<file path="config.mk">
export PLATFORM = sky130hd
export DESIGN_NAME = uart_host_rx
export DESIGN_NICKNAME = d
export VERILOG_FILES = /design/src/rtl/uart_host_rx.sv
export SDC_FILE = /design/constraint.sdc
export NUM_CORES = 1
export LEC_CHECK = 0
export CAP_MARGIN = 25
export CORE_MARGIN = 4
export CORE_UTILIZATION = 40
export CTS_CLUSTER_DIAMETER = 60
export DETAILED_ROUTE_END_ITERATION = 6
export GPL_TIMING_DRIVEN = 0
export PLACE_DENSITY = 0.61
export SYNTH_ARGS = -nofsm -noshare
export SYNTH_HDL_FRONTEND = slang
export SYNTH_SLANG_ARGS = --single-unit
export TNS_END_PERCENT = 100
</file>
<file path="constraint.sdc">
create_clock -name clk -period 2.7 [get_ports clk]
set_clock_uncertainty 0.1 [all_clocks]
set_input_delay 0.54 -clock clk [delete_from_list [all_inputs] [get_ports clk]]
set_output_delay 0.54 -clock clk [all_outputs]
set_load 0.02 [all_outputs]
</file>
<file path="src/rtl/uart_host_rx.sv">
// 8N1 UART receiver for a host link: 2-flop synchronizer, centre-sampling FSM
// and a small first-word-fall-through receive FIFO with sticky error flags.
module uart_host_rx #(
  parameter int CLKS_PER_BIT = 868,
  parameter int FIFO_DEPTH   = 4
) (
  input  logic       clk,
  input  logic       rst,
  input  logic       rx,
  input  logic       rd_en,
  input  logic       clr_err,
  output logic [7:0] rd_data,
  output logic       empty,
  output logic       full,
  output logic       overflow,
  output logic       frame_err
);

  localparam int AW = $clog2(FIFO_DEPTH);
  localparam logic [15:0]   HALF_M1  = 16'(CLKS_PER_BIT / 2 - 1);
  localparam logic [15:0]   BIT_M1   = 16'(CLKS_PER_BIT - 1);
  localparam logic [AW-1:0] PTR_ONE  = AW'(1);
  localparam logic [AW:0]   CNT_ONE  = (AW + 1)'(1);
  localparam logic [AW:0]   CNT_FULL = (AW + 1)'(FIFO_DEPTH);

  typedef enum logic [1:0] {IDLE, START, DATA, STOP} state_e;

  logic          rx_meta_q, rxs_q;
  state_e        state_q;
  logic          armed_q;
  logic [15:0]   cnt_q;
  logic [2:0]    idx_q;
  logic [7:0]    shreg_q;
  logic [7:0]    mem_q [FIFO_DEPTH];
  logic [AW-1:0] wr_ptr_q, rd_ptr_q, wr_ptr_d, rd_ptr_d;
  logic [AW:0]   count_q, count_d;
  logic          overflow_q, frame_err_q;
  logic          stop_tick, push, bad_stop, pop_ok, push_ok;

  always_ff @(posedge clk) begin
    if (rst) begin
      rx_meta_q <= 1'b1;
      rxs_q     <= 1'b1;
    end else begin
      rx_meta_q <= rx;
      rxs_q     <= rx_meta_q;
    end
  end

  // The armed flag keeps a line that is still low (after reset or a bad
  // stop bit) from being mistaken for a fresh start bit.
  always_ff @(posedge clk) begin
    if (rst) begin
      state_q <= IDLE;
      armed_q <= 1'b0;
      cnt_q   <= '0;
      idx_q   <= '0;
      shreg_q <= '0;
    end else begin
      case (state_q)
        IDLE: begin
          if (rxs_q) begin
            armed_q <= 1'b1;
          end else if (armed_q) begin
            state_q <= START;
            cnt_q   <= HALF_M1;
          end
        end
        START: begin
          if (cnt_q != 16'd0) begin
            cnt_q <= cnt_q - 16'd1;
          end else if (!rxs_q) begin
            state_q <= DATA;
            cnt_q   <= BIT_M1;
            idx_q   <= 3'd0;
          end else begin
            state_q <= IDLE;
          end
        end
        DATA: begin
          if (cnt_q != 16'd0) begin
            cnt_q <= cnt_q - 16'd1;
          end else begin
            shreg_q[idx_q] <= rxs_q;
            cnt_q          <= BIT_M1;
            if (idx_q == 3'd7) state_q <= STOP;
            else               idx_q   <= idx_q + 3'd1;
          end
        end
        STOP: begin
          if (cnt_q != 16'd0) begin
            cnt_q <= cnt_q - 16'd1;
          end else begin
            state_q <= IDLE;
            if (!rxs_q) armed_q <= 1'b0;
          end
        end
        default: state_q <= IDLE;
      endcase
    end
  end

  assign stop_tick = (state_q == STOP) && (cnt_q == 16'd0);
  assign push      = stop_tick && rxs_q;
  assign bad_stop  = stop_tick && !rxs_q;
  assign empty     = (count_q == '0);
  assign full      = (count_q == CNT_FULL);
  assign pop_ok    = rd_en && !empty;
  // A pop in the same cycle frees the slot, so a push into a full FIFO is kept.
  assign push_ok   = push && (!full || pop_ok);

  always_comb begin
    wr_ptr_d = wr_ptr_q;
    rd_ptr_d = rd_ptr_q;
    count_d  = count_q;
    if (push_ok) wr_ptr_d = wr_ptr_q + PTR_ONE;
    if (pop_ok)  rd_ptr_d = rd_ptr_q + PTR_ONE;
    if (push_ok && !pop_ok)      count_d = count_q + CNT_ONE;
    else if (pop_ok && !push_ok) count_d = count_q - CNT_ONE;
  end

  always_ff @(posedge clk) begin
    if (rst) begin
      wr_ptr_q <= '0;
      rd_ptr_q <= '0;
      count_q  <= '0;
    end else begin
      wr_ptr_q <= wr_ptr_d;
      rd_ptr_q <= rd_ptr_d;
      count_q  <= count_d;
    end
  end

  always_ff @(posedge clk) begin
    if (push_ok) mem_q[wr_ptr_q] <= shreg_q;
  end

  // A new error in the same cycle as clr_err wins.
  always_ff @(posedge clk) begin
    if (rst) begin
      overflow_q  <= 1'b0;
      frame_err_q <= 1'b0;
    end else begin
      if (clr_err) begin
        overflow_q  <= 1'b0;
        frame_err_q <= 1'b0;
      end
      if (push && full && !pop_ok) overflow_q  <= 1'b1;
      if (bad_stop)                frame_err_q <= 1'b1;
    end
  end

  assign rd_data   = empty ? 8'h00 : mem_q[rd_ptr_q];
  assign overflow  = overflow_q;
  assign frame_err = frame_err_q;

endmodule

</file>
==> results.md <==
Setup path:
- The critical path endpoint category is a flop.
- For this run, the slowest stage of the critical path takes 0.57 ns.
- The number of buffer and inverter instances along the worst setup path is 2.
- The data arrival time at the worst-slack endpoint is 3.05 ns.
- The cell with the biggest individual delay on the critical path is or4_4.
- The kind of start point of the critical path is a flop.
- Grouping stages by cell kind, the critical path spends the most delay in simple AND/OR/NAND/NOR gates.
- The category of the most critical setup path is flop to flop.
- In this design, the critical path's most frequently occurring cell is inv_2.
- STA puts the critical path data required time at 2.88 ns.
- Traced cell by cell, the critical path runs through or4_4 -> nor4_4 -> nand4b_1 -> inv_2 -> ha_4 -> inv_2 -> fa_2 -> xor2_1 -> or3_1 -> a21oi_1.
- The biggest fanout along the worst timing path is 4.

STA:
- The final hold violation count was 0.
- The final worst slack is -0.1696 ns.
- The pin slew with the least headroom to its limit is 0.5815 ns.
- The tightest slew margin relative to the limit is roughly three fifths.
- The worst hold margin is 0.3135 ns.
- The routed design could run at a clock period as short as roughly 2.9 ns.
- The final-report max-slew violation count is 0.
- Setup repair after global routing could not meet its margin everywhere.
- The fraction of the cycle the final worst path needs is 106.3%.
- The final number of setup-violating endpoints is 1.
- The highest attainable clock frequency is 348.5 MHz.

Pwr:
- Net switching is roughly two fifths of the power.
- The part of the total power dissipated in sequential elements is 34.9%.
- Of the total power, the clock network draws 21.5%.
- In this run the power spent charging and discharging nets is 0.001558 W.
- The internal power consumption is 0.002451 W.
- Across the VDD grid, the largest voltage drop is 0.0005113 V.
- The analysis attributes to cell leakage a power of 1.663 nW.
- The combinational fraction of design power is 43.6%.
- The power density over cell area is 943.6 mW/mm^2.

Clocking:
- After clock tree synthesis, the clock-pin slew on the worst setup and hold paths is 0.08 ns.
- The CTS tree is built.
- CTS saw 75 sinks.
- The H-tree generated during clock tree synthesis spans 3 levels.
- For this design, the CTS-stage hold fixing added 0 buffers.
- In this run the clock root is driven by a clkbuf_8.
- The longest clock path from root to sink contains 2 buffers.
- The later-pin clock latency in the skew report is 0.35 ns.
- The number of buffers created by CTS is 9.

Floorplan:
- The floorplan step defined a die boundary enclosing 0.01063 sq mm.
- The boundary pin count is 17.
- From left edge to right edge, the die measures 103.1 um.
- The initial standard-cell utilization of the core is between 40% and 50%.
- The core region is 0.008763 sq mm.
- After floorplanning, the core was divided into 34 placement rows.
- The vertical die dimension is approximately 100 um.

Global routing:
- Entering global routing, the biggest net connects 15 pins.
- For this run the aggregate overflow at the end of global routing stands at 0.
- The first global-routing pass estimated around 13000 um of wire.
- The number of antenna violations at the first check in global routing is 0.
- The via count of the first global-routing pass came to 2659.
- Global routing used 15.75% of the available tracks across all layers.

Status:
- The flow ran to the end, but the final reports show violations.
- The checks that failed: negative setup slack.

Route:
- Dividing the detail-routed via count by the number of cells gives 5.366.
- The sum of routed wire length over all layers is 7543 um.
- The residual antenna-violating net count after detailed routing is 0.
- The detailed-routing iteration count for the pre-antenna-repair pass is 5.
- The routed length per placed instance is 15.58 um.
- For this run, design rule violations remaining after detail routing come to 0.
- The total via count in the routed design is 2597.
- In this run, the number of DRC markers left after iteration 0 of detailed routing was around 110.

Place:
- The final RePlAce weighted congestion is 0.8891.
- In this run, placement finished with an instance count of 459.
- During placement, the flow inserted port buffers numbering 16.
- The sum of net half-perimeters after detailed placement is 5302 um.
- The total cell area at the placement stage is 0.003934 sq mm.

Logic synthesis:
- The number of enable flip-flop cells after synthesis is 32.
- Each instance of the synthesized netlist takes up on average 10.79 sq um.
- The number of nets produced by synthesis is 354.
- Of all flip-flops after synthesis, the portion carrying an async set or reset was 0%.
- The cell count after synthesis came out at 335.
- The register bit count reported by yosys is 75.
- The share of the Yosys chip area taken by registers is 50.38%.
- Yosys mapped the design onto between 40 and 50 distinct sky130hd cell types.
- Summing every instance area after synthesis gives 0.003616 sq mm.
- The most used flip-flop cell after synthesis is dfxtp_1.
- The count of warnings emitted by yosys is 0.

Finish:
- Compared with the post-synthesis result, the final layout area differs by 17.51%.
- The number of antenna diodes in the final layout is 0.
- The finished layout holds 484 standard cells, fillers aside.
- For this run, the post-layout net count is 390.
- The post-route netlist has 18.62% of its cells at a drive strength greater than 1.
- The post-layout utilization of the core is between 40% and 50%.
- The layout filler cell count is 812.
- The final instance area is between 0.004 and 0.005 sq mm.

Job:
- The max-cap check violation count is 0.

Min path:
- The path class of the tightest hold or removal check is flop to flop.
-- sequential cells by signal, summed over array words and instances, names as in the netlist, named ones only --
| register | count |
|---|---|
| mem_q | 32 |
| cnt_q | 16 |
| shreg_q | 8 |
| count_q | 3 |
| idx_q | 3 |
| rd_ptr_q | 2 |
| wr_ptr_q | 2 |
| armed_q | 1 |
| frame_err | 1 |
| overflow | 1 |
| rx_meta_q | 1 |
| rxs_q | 1 |
| state_q | 1 |
-- Yosys cell counts, drive strengths merged (2+ instances only) --
cell type	number	area, sq um
a2111o	3	33.78
a211oi	4	35.03
a21oi	19	106.4
a2bb2oi	5	43.79
and2	15	93.84
and3	2	12.51
buf	6	33.78
clkbuf	10	37.54
dfxtp	43	860.8
edfxtp	32	960.9
ha	13	162.7
inv	18	67.56
mux2i	8	80.08
mux4	8	180.2
nand2	19	71.32
nand2b	8	50.05
nand3	9	45.04
nand3b	7	52.55
nand4	6	37.54
nand4b	3	26.28
nor2	32	120.1
nor2b	2	12.51
nor3	7	35.03
nor4	6	52.55
o211ai	2	15.01
o21ai	10	50.05
o22ai	3	18.77
or2	3	18.77
or3	5	31.28
or3b	3	26.28
or4	4	45.04
xnor2	5	43.79
xor2	5	43.79
-- what timing repair did --
action / in CTS / in global routing
hold endpoints to repair: 0 / 0
buffers inserted: 6 / 6
pin swaps: 7 / 4
endpoints found under the setup margin: 27 / 47
gates resized for setup: 12 / 13
-- power groups by stage --
stage	combinational [W]	clock, W	sequential [W]
detailed placement	0.00167	0	0.00139
global placement	0.00165	0	0.00138
floorplan	0.00126	0	0.00136
global route	0.00194	0.000935	0.00142
CTS	0.00169	0.000883	0.00139
finish	0.00175	0.000863	0.00140
-- routing by layer --
layer	GRT usage, %	wire length (um)	vias up
met3	3.924	346	14
met1	18.50	3322	1246
met4	6.673	127	0
li1	-	-	1287
met2	27.28	3745	50
met5	0	0	-
-- path summary, 6_finish.rpt --
kind | from | endpoint | slack [ns] | cells after the start
setup / recovery | cnt_q[9] | count_q[2] | -0.17 | 10
hold / removal | rx_meta_q | rxs_q | 0.31 | 1
hold reg to reg | rx_meta_q | rxs_q | 0.31 | 1
setup reg to reg | cnt_q[9] | count_q[2] | -0.17 | 10
-- logic make-up after synthesis --
group | synth area share [%]
muxes | 7.197
AOI/OAI and AO/OA | 9.793
buffers and inverters | 3.841
DFF | 50.38
xor gates and xnor gates | 2.422
adders and majority gates | 5.052
and+or+nand+nor | 21.32
-- through the flow --
step | setup TNS, ns | setup WS (ns) | power [W]
after detailed placement | -1.291 | -0.4495 | 0.003054
final | -0.1696 | -0.1696 | 0.004009
after floorplan | -0.1864 | -0.1864 | 0.002624
after global routing | -0.3165 | -0.2867 | 0.004291
after CTS | -0.2041 | -0.2041 | 0.003965
after global placement | -0.9445 | -0.4384 | 0.003028
-- layout by cell type (no fill, tap or decap), types with 4 or more instances in the layout --
cell type        count
nand2_1             19
buf_4               12
and2_1              13
dlymetal6s2s_1       6
inv_1               14
o21ai_0             10
dfxtp_1             35
a21oi_1             17
dfxtp_2              5
nor4_1               5
or4_4                4
nand4_1              6
xnor2_1              5
edfxtp_1            32
nand2b_1             8
a2bb2oi_1            5
ha_1                11
nor3_1               7
xor2_1               5
or3_1                5
nor2_1              32
mux4_2               8
nand3_1              9
clkbuf_1             7
mux2i_1              8
nand3b_1             7
clkdlybuf4s50_1      7
clkbuf_8             9
-- cell type report --
cell class / instances / area [sq um] / share of cell area (%)
Sequential cell: 75 / 1839 / 43.29
Multi-Input combinational cell: 226 / 1692 / 39.81
Timing Repair Buffer: 28 / 261.5 / 6.154
Tap cell: 108 / 135.1 / 3.180
Clock buffer: 9 / 123.9 / 2.915
Clock inverter: 7 / 73.82 / 1.737
Inverter: 18 / 70.07 / 1.649
Buffer: 13 / 53.80 / 1.266
No activity file was read; power rests on OpenSTA's default activity.
